### config.mk
export PLATFORM = sky130hd
export DESIGN_NAME = dual_issue_scheduler
export DESIGN_NICKNAME = d
export VERILOG_FILES = /design/src/rtl/sched_pkg.sv /design/src/rtl/pair_hazard_check.sv /design/src/rtl/dual_issue_scheduler.sv
export SDC_FILE = /design/constraint.sdc
export NUM_CORES = 1
export LEC_CHECK = 0
export BUFFER_PORTS_ARGS = -buffer_cell sky130_fd_sc_hd__buf_2
export CORE_AREA = 2 2 94 96
export DETAILED_ROUTE_END_ITERATION = 8
export DIE_AREA = 0 0 96 98
export GPL_ROUTABILITY_DRIVEN = 0
export HOLD_SLACK_MARGIN = 0.03
export PLACE_DENSITY = 0.93
export REMOVE_ABC_BUFFERS = 1
export SLEW_MARGIN = 5
export SYNTH_ARGS = -nofsm -noshare
export SYNTH_HDL_FRONTEND = slang
export SYNTH_HIERARCHICAL = 1
export SYNTH_SLANG_ARGS = --single-unit
### constraint.sdc
create_clock -name clk_i -period 5 [get_ports clk_i]
set_input_delay 0.75 -clock clk_i [delete_from_list [all_inputs] [get_ports clk_i]]
set_output_delay 0.75 -clock clk_i [all_outputs]
set_load 0.01 [all_outputs]
### src/rtl/sched_pkg.sv
// Shared opcodes, NOP encoding, scheduler state and RV32 decode helpers
// for the dual-issue scheduler.
package sched_pkg;

  localparam logic [6:0] OP_R      = 7'b0110011;
  localparam logic [6:0] OP_I      = 7'b0010011;
  localparam logic [6:0] OP_LOAD   = 7'b0000011;
  localparam logic [6:0] OP_STORE  = 7'b0100011;
  localparam logic [6:0] OP_BRANCH = 7'b1100011;
  localparam logic [6:0] OP_JAL    = 7'b1101111;
  localparam logic [6:0] OP_JALR   = 7'b1100111;
  localparam logic [6:0] OP_LUI    = 7'b0110111;
  localparam logic [6:0] OP_AUIPC  = 7'b0010111;

  localparam logic [31:0] NOP_INSTR = 32'h0000_0013;

  typedef enum logic {NORMAL, SPLIT_B} sched_state_t;

  function automatic logic writes_rd(input logic [6:0] op);
    return (op == OP_R) || (op == OP_I) || (op == OP_LOAD) ||
           (op == OP_LUI) || (op == OP_AUIPC) ||
           (op == OP_JAL) || (op == OP_JALR);
  endfunction

  function automatic logic reads_rs1(input logic [6:0] op);
    return !((op == OP_LUI) || (op == OP_AUIPC) || (op == OP_JAL));
  endfunction

  function automatic logic reads_rs2(input logic [6:0] op);
    return (op == OP_R) || (op == OP_STORE) || (op == OP_BRANCH);
  endfunction

  function automatic logic is_mem(input logic [6:0] op);
    return (op == OP_LOAD) || (op == OP_STORE);
  endfunction

  function automatic logic is_ctrl(input logic [6:0] op);
    return (op == OP_BRANCH) || (op == OP_JAL) || (op == OP_JALR);
  endfunction

endpackage

### src/rtl/pair_hazard_check.sv
// Combinational check deciding whether an instruction pair must split:
// intra-pair RAW, two memory ops, or control flow in the older slot.
module pair_hazard_check
  import sched_pkg::*;
#(
  parameter int DATA_WIDTH     = 32,
  parameter int REG_ADDR_WIDTH = 5
) (
  input  logic [DATA_WIDTH-1:0] instr_a,
  input  logic [DATA_WIDTH-1:0] instr_b,
  input  logic                  valid_b,
  output logic                  split_o
);

  logic [6:0]                op_a;
  logic [6:0]                op_b;
  logic [REG_ADDR_WIDTH-1:0] rd_a;
  logic [REG_ADDR_WIDTH-1:0] rs1_b;
  logic [REG_ADDR_WIDTH-1:0] rs2_b;
  logic                      raw;
  logic                      mem;
  logic                      ctrl;

  assign op_a  = instr_a[6:0];
  assign op_b  = instr_b[6:0];
  assign rd_a  = instr_a[7 +: REG_ADDR_WIDTH];
  assign rs1_b = instr_b[15 +: REG_ADDR_WIDTH];
  assign rs2_b = instr_b[20 +: REG_ADDR_WIDTH];

  assign raw = writes_rd(op_a) && (rd_a != '0) &&
               ((reads_rs1(op_b) && (rs1_b == rd_a)) ||
                (reads_rs2(op_b) && (rs2_b == rd_a)));
  assign mem  = is_mem(op_a) && is_mem(op_b);
  assign ctrl = is_ctrl(op_a);

  assign split_o = valid_b && (raw || mem || ctrl);

  logic unused_bits;
  assign unused_bits = ^{instr_a[DATA_WIDTH-1:12],
                         instr_b[DATA_WIDTH-1:25],
                         instr_b[14:7]};

endmodule

### src/rtl/dual_issue_scheduler.sv
// Pairs fetched instructions onto two decode lanes, splitting hazardous
// pairs over two cycles. SCHED_PERF_CNT_EN adds dual/split counters.
module dual_issue_scheduler
  import sched_pkg::*;
#(
  parameter int DATA_WIDTH     = 32,
  parameter int REG_ADDR_WIDTH = 5
) (
  input  logic                  clk_i,
  input  logic                  rst_i,
  input  logic                  PairValidA_i,
  input  logic                  PairValidB_i,
  input  logic [DATA_WIDTH-1:0] InstrA_i,
  input  logic [DATA_WIDTH-1:0] InstrB_i,
  input  logic                  Stall_i,
  input  logic                  Flush_i,
  output logic                  PairReady_o,
  output logic                  IssueValidA_o,
  output logic                  IssueValidB_o,
  output logic [DATA_WIDTH-1:0] IssueInstrA_o,
  output logic [DATA_WIDTH-1:0] IssueInstrB_o
`ifdef SCHED_PERF_CNT_EN
  ,
  output logic [31:0]           DualCount_o,
  output logic [31:0]           SplitCount_o
`endif
);

  localparam logic [DATA_WIDTH-1:0] NOP = DATA_WIDTH'(NOP_INSTR);

  sched_state_t          state, state_n;
  logic                  va, va_n;
  logic                  vb, vb_n;
  logic [DATA_WIDTH-1:0] ia, ia_n;
  logic [DATA_WIDTH-1:0] ib, ib_n;
  logic [DATA_WIDTH-1:0] held, held_n;
  logic                  split;
  logic                  accept;
  logic                  dual;

  pair_hazard_check #(
    .DATA_WIDTH    (DATA_WIDTH),
    .REG_ADDR_WIDTH(REG_ADDR_WIDTH)
  ) u_hazard (
    .instr_a(InstrA_i),
    .instr_b(InstrB_i),
    .valid_b(PairValidB_i),
    .split_o(split)
  );

  assign PairReady_o = (state == NORMAL) && !Stall_i && !Flush_i;
  assign accept      = PairReady_o && PairValidA_i;
  assign dual        = accept && PairValidB_i && !split;

  always_comb begin
    state_n = state;
    va_n    = va;
    vb_n    = vb;
    ia_n    = ia;
    ib_n    = ib;
    held_n  = held;
    if (Flush_i) begin
      state_n = NORMAL;
      va_n    = 1'b0;
      vb_n    = 1'b0;
      held_n  = NOP;
    end else if (!Stall_i) begin
      unique case (state)
        NORMAL: begin
          va_n = accept;
          vb_n = dual;
          if (accept) ia_n = InstrA_i;
          if (dual) ib_n = InstrB_i;
          if (accept && split) begin
            held_n  = InstrB_i;
            state_n = SPLIT_B;
          end
        end
        SPLIT_B: begin
          ia_n    = held;
          va_n    = 1'b1;
          vb_n    = 1'b0;
          state_n = NORMAL;
        end
        default: state_n = NORMAL;
      endcase
    end
  end

  always_ff @(posedge clk_i) begin
    if (rst_i) begin
      state <= NORMAL;
      va    <= 1'b0;
      vb    <= 1'b0;
      ia    <= NOP;
      ib    <= NOP;
      held  <= NOP;
    end else begin
      state <= state_n;
      va    <= va_n;
      vb    <= vb_n;
      ia    <= ia_n;
      ib    <= ib_n;
      held  <= held_n;
    end
  end

  assign IssueValidA_o = va;
  assign IssueValidB_o = vb;
  assign IssueInstrA_o = ia;
  assign IssueInstrB_o = ib;

`ifdef SCHED_PERF_CNT_EN
  logic [31:0] dual_cnt;
  logic [31:0] split_cnt;

  // accept already excludes stall and flush, so counters hold then
  always_ff @(posedge clk_i) begin
    if (rst_i) begin
      dual_cnt  <= '0;
      split_cnt <= '0;
    end else begin
      if (dual) dual_cnt <= dual_cnt + 32'd1;
      if (accept && split) split_cnt <= split_cnt + 32'd1;
    end
  end

  assign DualCount_o  = dual_cnt;
  assign SplitCount_o = split_cnt;
`endif

endmodule

==> results of run 1 <==
-- sequential cells by signal, summed over array words and instances, names as in the netlist --
| name | count |
|---|---|
| IssueValidA_o | 1 |
| held | 32 |
| IssueInstrA_o | 32 |
| IssueValidB_o | 1 |
| state | 1 |
| IssueInstrB_o | 32 |
-- critical path: stages --
cell and delay (ns):
buf_2 0.13, or4_1 0.54, o211a_1 0.23, o31ai_1 0.36
a31oi_4 0.05, inv_1 0.08, and3_2 0.92, mux2i_1 0.29
-- per-layer routing --
| layer | vias to the layer above | GRT usage | wire [um] | part of all wire |
|---|---|---|---|---|
| li1 | 1936 | - | - | - |
| met5 | - | 0 | 0 | 0 |
| met1 | 1988 | 0.333 | 5090 | 0.41 |
| met4 | 0 | 0.115 | 311 | 0.025 |
| met2 | 180 | 0.446 | 6340 | 0.51 |
| met3 | 28 | 0.0332 | 766 | 0.061 |
-- logic make-up (layout without fill, tap and decap cells) --
logic type	after synthesis	in the layout
AOI/OAI and AO/OA	129	129
and+or+nand+nor	136	136
buffers and inverters	48	158
xor gates and xnor gates	10	10
DFF	99	99
muxes	65	65
-- power by group through the flow --
stage | sequential (mW) | combinational, mW | clock (mW)
global route | 0.820 | 0.195 | 0.612
CTS | 0.817 | 0.178 | 0.582
floorplan | 0.844 | 0.0750 | 0
global placement | 0.835 | 0.172 | 0
detailed placement | 0.836 | 0.177 | 0
finish | 0.818 | 0.181 | 0.573
-- stage by stage --
step	hold slack (ns)	utilization	TNS, ns	std cells
finish	0.475	0.637	0	705
global route	0.485	0.637	0	705
CTS	0.475	0.637	0	705
detailed placement	0.454	0.610	0	689
global placement	0.446	0.610	0	689
floorplan	0.450	-	-1.36	440
-- area by class of cell --
cell class / instances / area [um2]
flip-flops and latches: 99 / 1980
clock inverters: 5 / 85.1
clock buffers: 11 / 141
inverters: 1 / 3.75
fillers: 718 / 3080
multi-input cells: 340 / 2320
repair buffers: 141 / 718
well taps: 108 / 135
-- cell usage in the layout, fill, tap and decap left out, types with 3 or more instances in the layout --
| cell | Yosys | routed |
|---|---|---|
| a211o_1 | 3 | 3 |
| o21ai_1 | 32 | 32 |
| a21oi_1 | 58 | 58 |
| mux2i_1 | 65 | 65 |
| buf_4 | 0 | 5 |
| clkbuf_8 | 0 | 10 |
| nor3_1 | 6 | 6 |
| dfxtp_1 | 99 | 98 |
| buf_2 | 12 | 136 |
| nand2b_1 | 58 | 58 |
| xor2_1 | 8 | 8 |
| nand3_1 | 35 | 35 |
| or2_2 | 3 | 3 |
| nand2_1 | 3 | 3 |
| a211oi_1 | 29 | 29 |
| nor2_1 | 14 | 12 |
-- final timing paths --
kind         slack, ns                             end                           from
max               1.90  IssueInstrB_o[16]$_SDFFE_PP0P_                    InstrA_i[8]
min               0.47   IssueInstrA_o[4]$_SDFFE_PP1P_  IssueInstrA_o[4]$_SDFFE_PP1P_
max reg2reg       2.14  IssueInstrA_o[25]$_SDFFE_PP0P_             state$_SDFFE_PP0N_
min reg2reg       0.47   IssueInstrA_o[4]$_SDFFE_PP1P_  IssueInstrA_o[4]$_SDFFE_PP1P_
==> summary.md, run 1 <==
| Metric | Value |
|---|---|
| Clk pwr share | `0.364` |
| Max transition margin | `0.0906` |
| VDD IR max | `~0.13 mV` |
| Synth warnings | `6` |
| Final slew viol count | `0` |
| Clock Sinks | `99` |
| PostCTS Resize Cnt | `0` |
| Sequential Power Share | `0.521` |
| Flops & latches, synth | `99` |
| First-pass GRT wire length | `just under 20000 um` |
| Worst slack, placed | `around 1.6 ns` |
| Switching Fraction | `0.248` |
| Cell depth of the worst hold path | `1` |
| Total gr overflow | `0` |
| Asr flop ratio synth | `0` |
| CP required | `5.26 ns` |
| Largest family of logic cells by synthesized area | `simple AND/OR/NAND/NOR gates` |
| Final period utilization | `0.620` |
| Most frequent cell after synthesis | `dfxtp_1` |
| Fraction of layout instances using a drive strength above 1 | `0.283` |
| EDFF count, synth | `0` |
| Initial antenna violation count | `0` |
| Ys flop type | `dfxtp_1` |
| Vias in the first global route | `4035` |
| Initial Util | `0.540` |
| Skew-Pair Late Insertion Delay | `approximately 0.35 ns` |
| Clock buffer depth | `2` |
| Avg Vias per Cell | `slightly below 6` |
| XOR/XNOR Fraction of Synth Area | `0.0192` |
| Total CTS buffers | `9` |
| Adder-cell share of the synthesized area | `0` |
| Max FO, Critical Path | `33` |
| WL final | `between 10000 and 15000 um` |
| Final setup margin | `between 1.5 and 2 ns` |
| Pre-Repair DR Iteration Count | `5` |
| Mapped Cells | `487` |
| Layout Nets | `between 600 and 700` |
| Cell Area, Synth | `~0.0046 mm2` |
| Synth area leader | `dfxtp_1` |
| # IOs | `roughly 140` |
| Mux contribution to synthesized area | `0.142` |
| Post-DP HPWL | `between 8000 and 9000 um` |
| Worst-path clk slew | `about 0.090 ns` |
| CP startpoint kind | `input port` |
| Worst Hold Class | `reg -> reg` |
| Combinational power share | `0.115` |
| Worst EP arrival | `3.36 ns` |
| Power, Total | `approximately 1.6 mW` |
| GRT Total Usage | `0.264` |
| Die Wd | `about 96 um` |
| Port buffer count | `approximately 140` |
| Slew @ Worst Pin | `about 1.4 ns` |
| CTS Hold Bufs | `0` |
| CTS Root Buffer Type | `clkbuf_8` |
| H-tree levels | `3` |
| Syn avg cell area | `~9.4 um2` |
| Row cnt | `34` |
| Post-DRT Antenna Nets | `0` |
| Post-synth top cells | `99 x dfxtp_1, 65 x mux2i_1, 58 x a21oi_1, 58 x nand2b_1, 35 x nand3_1` |
| Status | `finished clean` |
| DIE AREA | `between 0.009 and 0.01 mm2` |
| Worst Skew | `about 0.012 ns` |
| Unique masters post-synth | `41` |
| Worst R2R Path Depth | `3` |
| Cell Int Power | `between 1 and 1.5 mW` |
| Iteration-0 DRC Markers | `between 200 and 250` |
| Cell area after layout | `about 0.0054 mm2` |
| N_diodes | `0` |
| Post-CTS Setup Bufs | `0` |
| Core ar. | `around 0.0085 mm2` |
| Power Dens Cells | `roughly 290 mW/mm2` |
| Element type at the critical path end | `flop` |
| Routed WL per cell | `roughly 18 um` |
| Fmax | `between 300 and 400 MHz` |
| Area Growth Syn to Fin | `17.9%` |
| Post-synthesis compound-gate area fraction | `0.164` |
| Dpl cell area | `around 0.0052 mm2` |
| Final hold violation count | `0` |
| Vert. Die Dim | `98 um` |
| Final setup violation count | `0` |
| DRC | `0` |
| Synth area leaders | `dfxtp_1 43%, mux2i_1 14%, nand2b_1 7.9%, a21oi_1 6.3%, a211oi_1 4.8%` |
| Max cap viols | `0` |
| RSZ-0062 raised after global routing | `false` |
| Largest net degree at the start of global routing | `62` |
| Tmin final | `around 3.1 ns` |
| Simple-gate area share of the yosys netlist | `0.178` |
| Via count | `between 4000 and 5000` |
| Critical Setup Path Class | `in -> reg` |
| P_sw | `0.390 mW` |
| Sequential share of the synthesized area | `0.433` |
| Lkg Pwr | `roughly 2 nW` |
| CTS tree | `yes` |
| Post-synth top area share | `0.433` |
(Power assumes the default switching activity.)
==> run 2, diff against run 1 <==
Settings changed: CORE_AREA 2 2 94 96 to 2 2 97 99, DIE_AREA 0 0 96 98 to 0 0 99 101, PLACE_DENSITY 0.93 to 0.88.
Clock period 5 ns to 2.9 ns, I/O delays scaled along.
==> run 2 against run 1 <==
  * Combinational power is 73% higher
  * Wire length grew 0.34%
  * Worst setup slack got worse by 1.2 ns
  * Die area increased by 6.3%
  * Non-clock buffer count grew 5
  * Total power is 69% higher
  * Cell count up 1.1%
  * Highest routed layer unchanged
==> summary.md, run 2 (synthesis results as in run 1) <==
| Metric | Value |
|---|---|
| Status | `finished clean` |
| Largest net degree at the start of global routing | `63 (+1.6%)` |
| Lkg Pwr | `2.07 nW (+1.2%)` |
| Post-DRT Antenna Nets | `0 (unchanged)` |
| Initial Util | `0.509 (-0.0308)` |
| Fmax | `449 MHz` |
| Slew @ Worst Pin | `0.733 ns (-0.629 ns)` |
| GRT Total Usage | `0.245 (-0.0189)` |
| M1 GR Usage | `0.296 (-0.0378)` |
| Util after Layout | `0.605 (-0.0320)` |
| CP startpoint | `InstrA_i[8]` |
| CTS tree | `yes` |
| Worst R2R Path Depth | `5 (+2)` |
| Total gr overflow | `0 (unchanged)` |
| Clock Sinks | `99 (unchanged)` |
| RSZ-0062 raised after global routing | `false` |
| Cell area after layout | `0.00543 mm2 (+0.72%)` |
| Sequential Power Share | `0.530 (+0.009)` |
| Switching Fraction | `0.258 (+0.00929)` |
| Clk pwr share | `0.351 (-0.013)` |
| Avg Vias per Cell | `5.75 (-1.9%)` |
| H-tree levels | `3 (unchanged)` |
| Final hold violation count | `0 (unchanged)` |
| CP required | `3.19 ns (-2.07 ns)` |
| DRC | `0 (unchanged)` |
| Worst-path clk slew | `0.10 ns (about the same)` |
| Most frequent cells in the layout | `136 x buf_2, 98 x dfxtp_1, 65 x mux2i_1` |
| Cell Int Power | `1.97 mW (+67%)` |
| R2R Setup Slk | `1.05 ns (-1.09 ns)` |
| Die Wd | `99 um (+3.1%)` |
| Worst EP arrival | `2.51 ns (-0.85 ns)` |
| WL final | `12500 um (+0.34%)` |
| Placed cell count | `697 (+1.2%)` |
| CP startpoint kind | `input port` |
| Final setup violation count | `0 (unchanged)` |
| Vert. Die Dim | `101 um (+3.1%)` |
| Layout Nets | `667 (+0.76%)` |
| Tmin final | `between 2 and 2.5 ns` |
| Total CTS buffers | `9 (unchanged)` |
| Most Crowded Layer GR | `met2` |
| PostCTS Resize Cnt | `0 (unchanged)` |
| Worst Skew | `0.00882 ns (-0.00294 ns)` |
| Worst R2R Start | `state$_SDFFE_PP0N_` |
| Post-DP HPWL | `8660 um (+2.7%)` |
| Worst reg2reg path endpoint | `IssueInstrB_o[25]$_SDFFE_PP0P_` |
| Clock buffer depth | `2 (unchanged)` |
| Dpl cell area | `0.00522 mm2 (+1.0%)` |
| N_diodes | `0 (unchanged)` |
| Max FO, Critical Path | `25 (-24%)` |
| Grt met2 use | `0.419 (-0.0271)` |
| Fraction of layout instances using a drive strength above 1 | `0.291 (+0.00762)` |
| DIE AREA | `0.0100 mm2 (+6.3%)` |
| Worst setup endpoint | `IssueInstrB_o[25]$_SDFFE_PP0P_` |
| Skew-Pair Late Insertion Delay | `0.36 ns (about the same)` |
| Element type at the critical path end | `flop` |
| CTS Hold Bufs | `0 (unchanged)` |
| Final slew viol count | `0 (unchanged)` |
| Max transition margin | `0.511 (+0.420)` |
| First-pass GRT wire length | `19600 um (-0.83%)` |
| Power Dens Cells | `489 mW/mm2 (+68%)` |
| VDD IR max | `0.236 mV (+85%)` |
| CTS Root Buffer Type | `clkbuf_8` |
| Critical Setup Path Class | `in -> reg` |
| Post-CTS Setup Bufs | `0 (unchanged)` |
| Area Growth Syn to Fin | `18.7%` |
| # IOs | `137 (unchanged)` |
| Core ar. | `0.00898 mm2 (+6.0%)` |
| Final std cells w/o fill | `713 (+1.1%)` |
| Max cap viols | `0 (unchanged)` |
| Final period utilization | `0.768` |
| Row cnt | `35 (+2.9%)` |
| Initial antenna violation count | `0 (unchanged)` |
| Port buffer count | `136 (unchanged)` |
| Vias in the first global route | `3894 (-3.5%)` |
| P_sw | `0.685 mW (+75%)` |
| Pre-Repair DR Iteration Count | `5 (unchanged)` |
| Most common cell after layout, fill and taps aside | `buf_2` |
| Routed WL per cell | `17.6 um (-0.79%)` |
| Worst Hold Class | `in -> reg` |
| Via count | `4100 (-0.77%)` |
| Global Route met3 Usage | `0.0472 (+0.0140)` |
| Combinational power share | `0.118 (+0.003)` |
| Iteration-0 DRC Markers | `299 (+24%)` |
## run 2: changes by cell type in the layout (fill, tap and decap cells not counted)
cell / before / now
clkbuf_1: 1 / 0
bufinv_16: 2 / 1
clkinv_2: 0 / 1
buf_4: 5 / 9
buf_12: 0 / 1
clkbuf_8: 10 / 11
## run 2: power by group through the flow
stage,Sequential (mW),Combinational (mW),Clock (mW)
2_1_floorplan,1.46,0.129,0
3_3_place_gp,1.44,0.301,0
3_5_place_dp,1.44,0.311,0
4_1_cts,1.41,0.313,0.947
5_1_grt,1.41,0.338,1.00
6_report,1.41,0.314,0.934
## run 2: worst min-delay path by stage
stage	startpoint	end	slack (ns)	cells past startpoint
after floorplan	held[0]$_SDFFE_PP1P_	held[0]$_SDFFE_PP1P_	0.45	2
after global placement	IssueInstrA_o[4]$_SDFFE_PP1P_	IssueInstrA_o[4]$_SDFFE_PP1P_	0.44	1
after detailed placement	IssueInstrB_o[13]$_SDFFE_PP0P_	IssueInstrB_o[13]$_SDFFE_PP0P_	0.46	2
after CTS	InstrB_i[25]	held[25]$_SDFFE_PP0P_	0.32	3
after global routing	InstrB_i[25]	held[25]$_SDFFE_PP0P_	0.32	3
final	InstrB_i[25]	held[25]$_SDFFE_PP0P_	0.33	3
## run 2: critical path: stages
cell,delay [ns]
buf_2,0.14
or4_1,0.52
o211a_1,0.22
o31ai_1,0.37
a31oi_4,0.05
inv_1,0.08
and3_2,0.21
buf_12,0.23
mux2i_1,0.24
## run 2: cell type report
cell class / instances / area (um2)
clock buffers: 11 / 151
clock inverters: 5 / 60.1
fillers: 780 / 3550
inverters: 1 / 3.75
multi-input cells: 340 / 2320
flip-flops and latches: 99 / 1980
well taps: 111 / 139
repair buffers: 146 / 768
## run 2: through the flow
| step | setup TNS (ns) | setup WS [ns] | hold slack, ns | power (mW) |
|---|---|---|---|---|
| global route | 0 | 0.538 | 0.322 | 2.76 |
| floorplan | -93.87 | -1.87 | 0.450 | 1.58 |
| detailed placement | 0 | 0.284 | 0.458 | 1.75 |
| CTS | 0 | 0.666 | 0.316 | 2.67 |
| finish | 0 | 0.674 | 0.328 | 2.66 |
| global placement | 0 | 0.450 | 0.445 | 1.74 |
## run 2: per-layer routing
layer	part of all wire	wire (um)	vias up
li1	-	-	1950
met1	0.40	5030	1904
met2	0.50	6240	198
met3	0.066	827	48
met4	0.036	449	0
met5	0	0	-
==> run 3, diff against run 2 <==
Clock period 2.9 ns to 2.3 ns, I/O delays scaled along.
==> run 3 against run 2 <==
  * Utilization up 0.92 points
  * Clock power rose by 18%
  * Clock skew increased by 0.00078 ns
  * First-iteration DRC count fell by 17%
  * Sequential share of layout area shrank 0.55 points
  * Global-route usage increased by 0.51 points
  * Wire length increased by 2.5%
  * Non-clock buffer count is 14 higher
  * Critical endpoint is now IssueInstrB_o[30]$_SDFFE_PP0P_
==> summary.md, run 3 (synthesis results as in run 1) <==
| Metric | Value |
|---|---|
| Initial Util | `0.509 (unchanged)` |
| Switching Fraction | `0.261 (+0.00344)` |
| Core ar. | `0.00898 mm2 (unchanged)` |
| Post-DRT Antenna Nets | `0 (unchanged)` |
| Routed WL per cell | `17.7 um (+0.67%)` |
| Sequential Power Share | `0.540 (+0.010)` |
| Lkg Pwr | `2.12 nW (+2.7%)` |
| Initial antenna violation count | `0 (unchanged)` |
| Most frequent cells in the layout | `136 x buf_2, 98 x dfxtp_1, 65 x mux2i_1` |
| Clk pwr share | `0.334 (-0.017)` |
| GRT Total Usage | `0.250 (+0.00509)` |
| Total gr overflow | `0 (unchanged)` |
| Power, Total | `3.29 mW (+24%)` |
| Worst slack, placed | `-0.177 ns (-0.461 ns)` |
| Worst Skew | `0.00961 ns (+0.000783 ns)` |
| Row cnt | `35 (unchanged)` |
| Tmin final | `~2.1 ns` |
| Die Wd | `99 um (unchanged)` |
| Clock buffer depth | `2 (unchanged)` |
| Post-CTS Setup Bufs | `0 (unchanged)` |
| N_diodes | `0 (unchanged)` |
| Combinational power share | `0.126 (+0.008)` |
| Max FO, Critical Path | `21 (-16%)` |
| Avg Vias per Cell | `5.77 (+0.29%)` |
| # IOs | `137 (unchanged)` |
| Fmax | `478 MHz` |
| Slew @ Worst Pin | `0.649 ns (-0.0843 ns)` |
| CTS Hold Bufs | `0 (unchanged)` |
| Critical Setup Path Class | `in -> reg` |
| H-tree levels | `3 (unchanged)` |
| PostCTS Resize Cnt | `0 (unchanged)` |
| Final hold violation count | `0 (unchanged)` |
| Fill cell count | `747 (-4.2%)` |
| Cell Int Power | `2.43 mW (+23%)` |
| Tightest hold margin | `0.233 ns (-0.0949 ns)` |
| Element type at the critical path end | `flop` |
| First-pass GRT wire length | `20000 um (+2.0%)` |
| Final setup violation count | `0 (unchanged)` |
| Total CTS buffers | `9 (unchanged)` |
| Max cap viols | `0 (unchanged)` |
| DRC | `0 (unchanged)` |
| Power Dens Cells | `597 mW/mm2 (+22%)` |
| Fraction of layout instances using a drive strength above 1 | `0.306 (+0.0150)` |
| Area Growth Syn to Fin | `20.5%` |
| Port buffer count | `136 (unchanged)` |
| Worst-path clk slew | `0.10 ns (about the same)` |
| RSZ-0062 raised after global routing | `false` |
| CP required | `2.60 ns (-0.59 ns)` |
| WL final | `12900 um (+2.5%)` |
| Vert. Die Dim | `101 um (unchanged)` |
| CTS tree | `yes` |
| Max transition margin | `0.567 (+0.0567)` |
| Iteration-0 DRC Markers | `249 (-17%)` |
| DIE AREA | `0.0100 mm2 (unchanged)` |
| Via count | `4187 (+2.1%)` |
| Final period utilization | `0.910` |
| Final setup margin | `0.206 ns (-0.468 ns)` |
| Skew-Pair Late Insertion Delay | `0.36 ns (about the same)` |
| Most common cell after layout, fill and taps aside | `buf_2` |
| Pre-Repair DR Iteration Count | `5 (unchanged)` |
| CP startpoint kind | `input port` |
| P_sw | `0.860 mW (+26%)` |
| Largest net degree at the start of global routing | `61 (-3.2%)` |
| Vias in the first global route | `4114 (+5.6%)` |
| Status | `finished clean` |
| Worst EP arrival | `2.39 ns (-0.12 ns)` |
| Worst Hold Class | `in -> reg` |
| Layout Nets | `681 (+2.1%)` |
| Clock Sinks | `99 (unchanged)` |
| Post-DP HPWL | `9160 um (+5.8%)` |
| CTS Root Buffer Type | `clkbuf_8` |
| Final slew viol count | `0 (unchanged)` |
| VDD IR max | `0.350 mV (+48%)` |
run 3: cell count changes in the layout (fill, tap and decap cells not counted):
cell	change
buf_4	+14
clkbuf_8	-2
clkinv_2	+1
run 3: path summary, 6_finish.rpt:
path	from	endpoint	slack, ns	cells past startpoint
max	InstrA_i[8]	IssueInstrB_o[30]$_SDFFE_PP0P_	0.21	10
min	InstrB_i[29]	held[29]$_SDFFE_PP0P_	0.23	3
max reg2reg	state$_SDFFE_PP0N_	IssueInstrA_o[20]$_SDFFE_PP0P_	0.39	4
min reg2reg	IssueInstrB_o[10]$_SDFFE_PP0P_	IssueInstrB_o[10]$_SDFFE_PP0P_	0.48	2
run 3: routing by layer:
layer | wire length [um] | up-vias | global-route usage
li1 | - | 1981 | -
met1 | 5200 | 2003 | 0.304
met4 | 482 | 0 | 0.129
met2 | 6450 | 161 | 0.431
met3 | 735 | 42 | 0.0368
met5 | 0 | - | 0
run 3: stage by stage:
stage	util	area [um2]	std cells	setup TNS, ns
3_3_place_gp	0.593	5320	711	-2.62
4_1_cts	0.614	5510	726	0
3_5_place_dp	0.593	5320	711	-3.56
2_1_floorplan	-	4290	440	-145.59
5_1_grt	0.614	5510	726	0
6_report	0.614	5510	726	0
run 3: cell type report:
cell class	instances	area, um2	share of cell area
Clock buffer	9	124	0.0225
Multi-Input combinational cell	340	2320	0.422
Inverter	1	3.75	0.000681
Sequential cell	99	1980	0.360
Timing Repair Buffer	160	873	0.158
Clock inverter	6	65.1	0.0118
Tap cell	111	139	0.0252
run 3: critical path, cell delays in order:
cell	delay, ns
buf_2	0.10
or4_1	0.56
o211a_1	0.24
o31ai_1	0.19
buf_4	0.15
a31oi_4	0.03
inv_1	0.09
and3_2	0.23
buf_12	0.21
mux2i_1	0.22
run 3: power by group through the flow:
stage               logic [mW]  registers (mW)  clock network [mW]
finish                   0.414            1.78                1.10
global route             0.447            1.78                1.17
CTS                      0.411            1.78                1.11
detailed placement       0.409            1.82                   0
global placement         0.394            1.82                   0
floorplan                0.163            1.83                   0
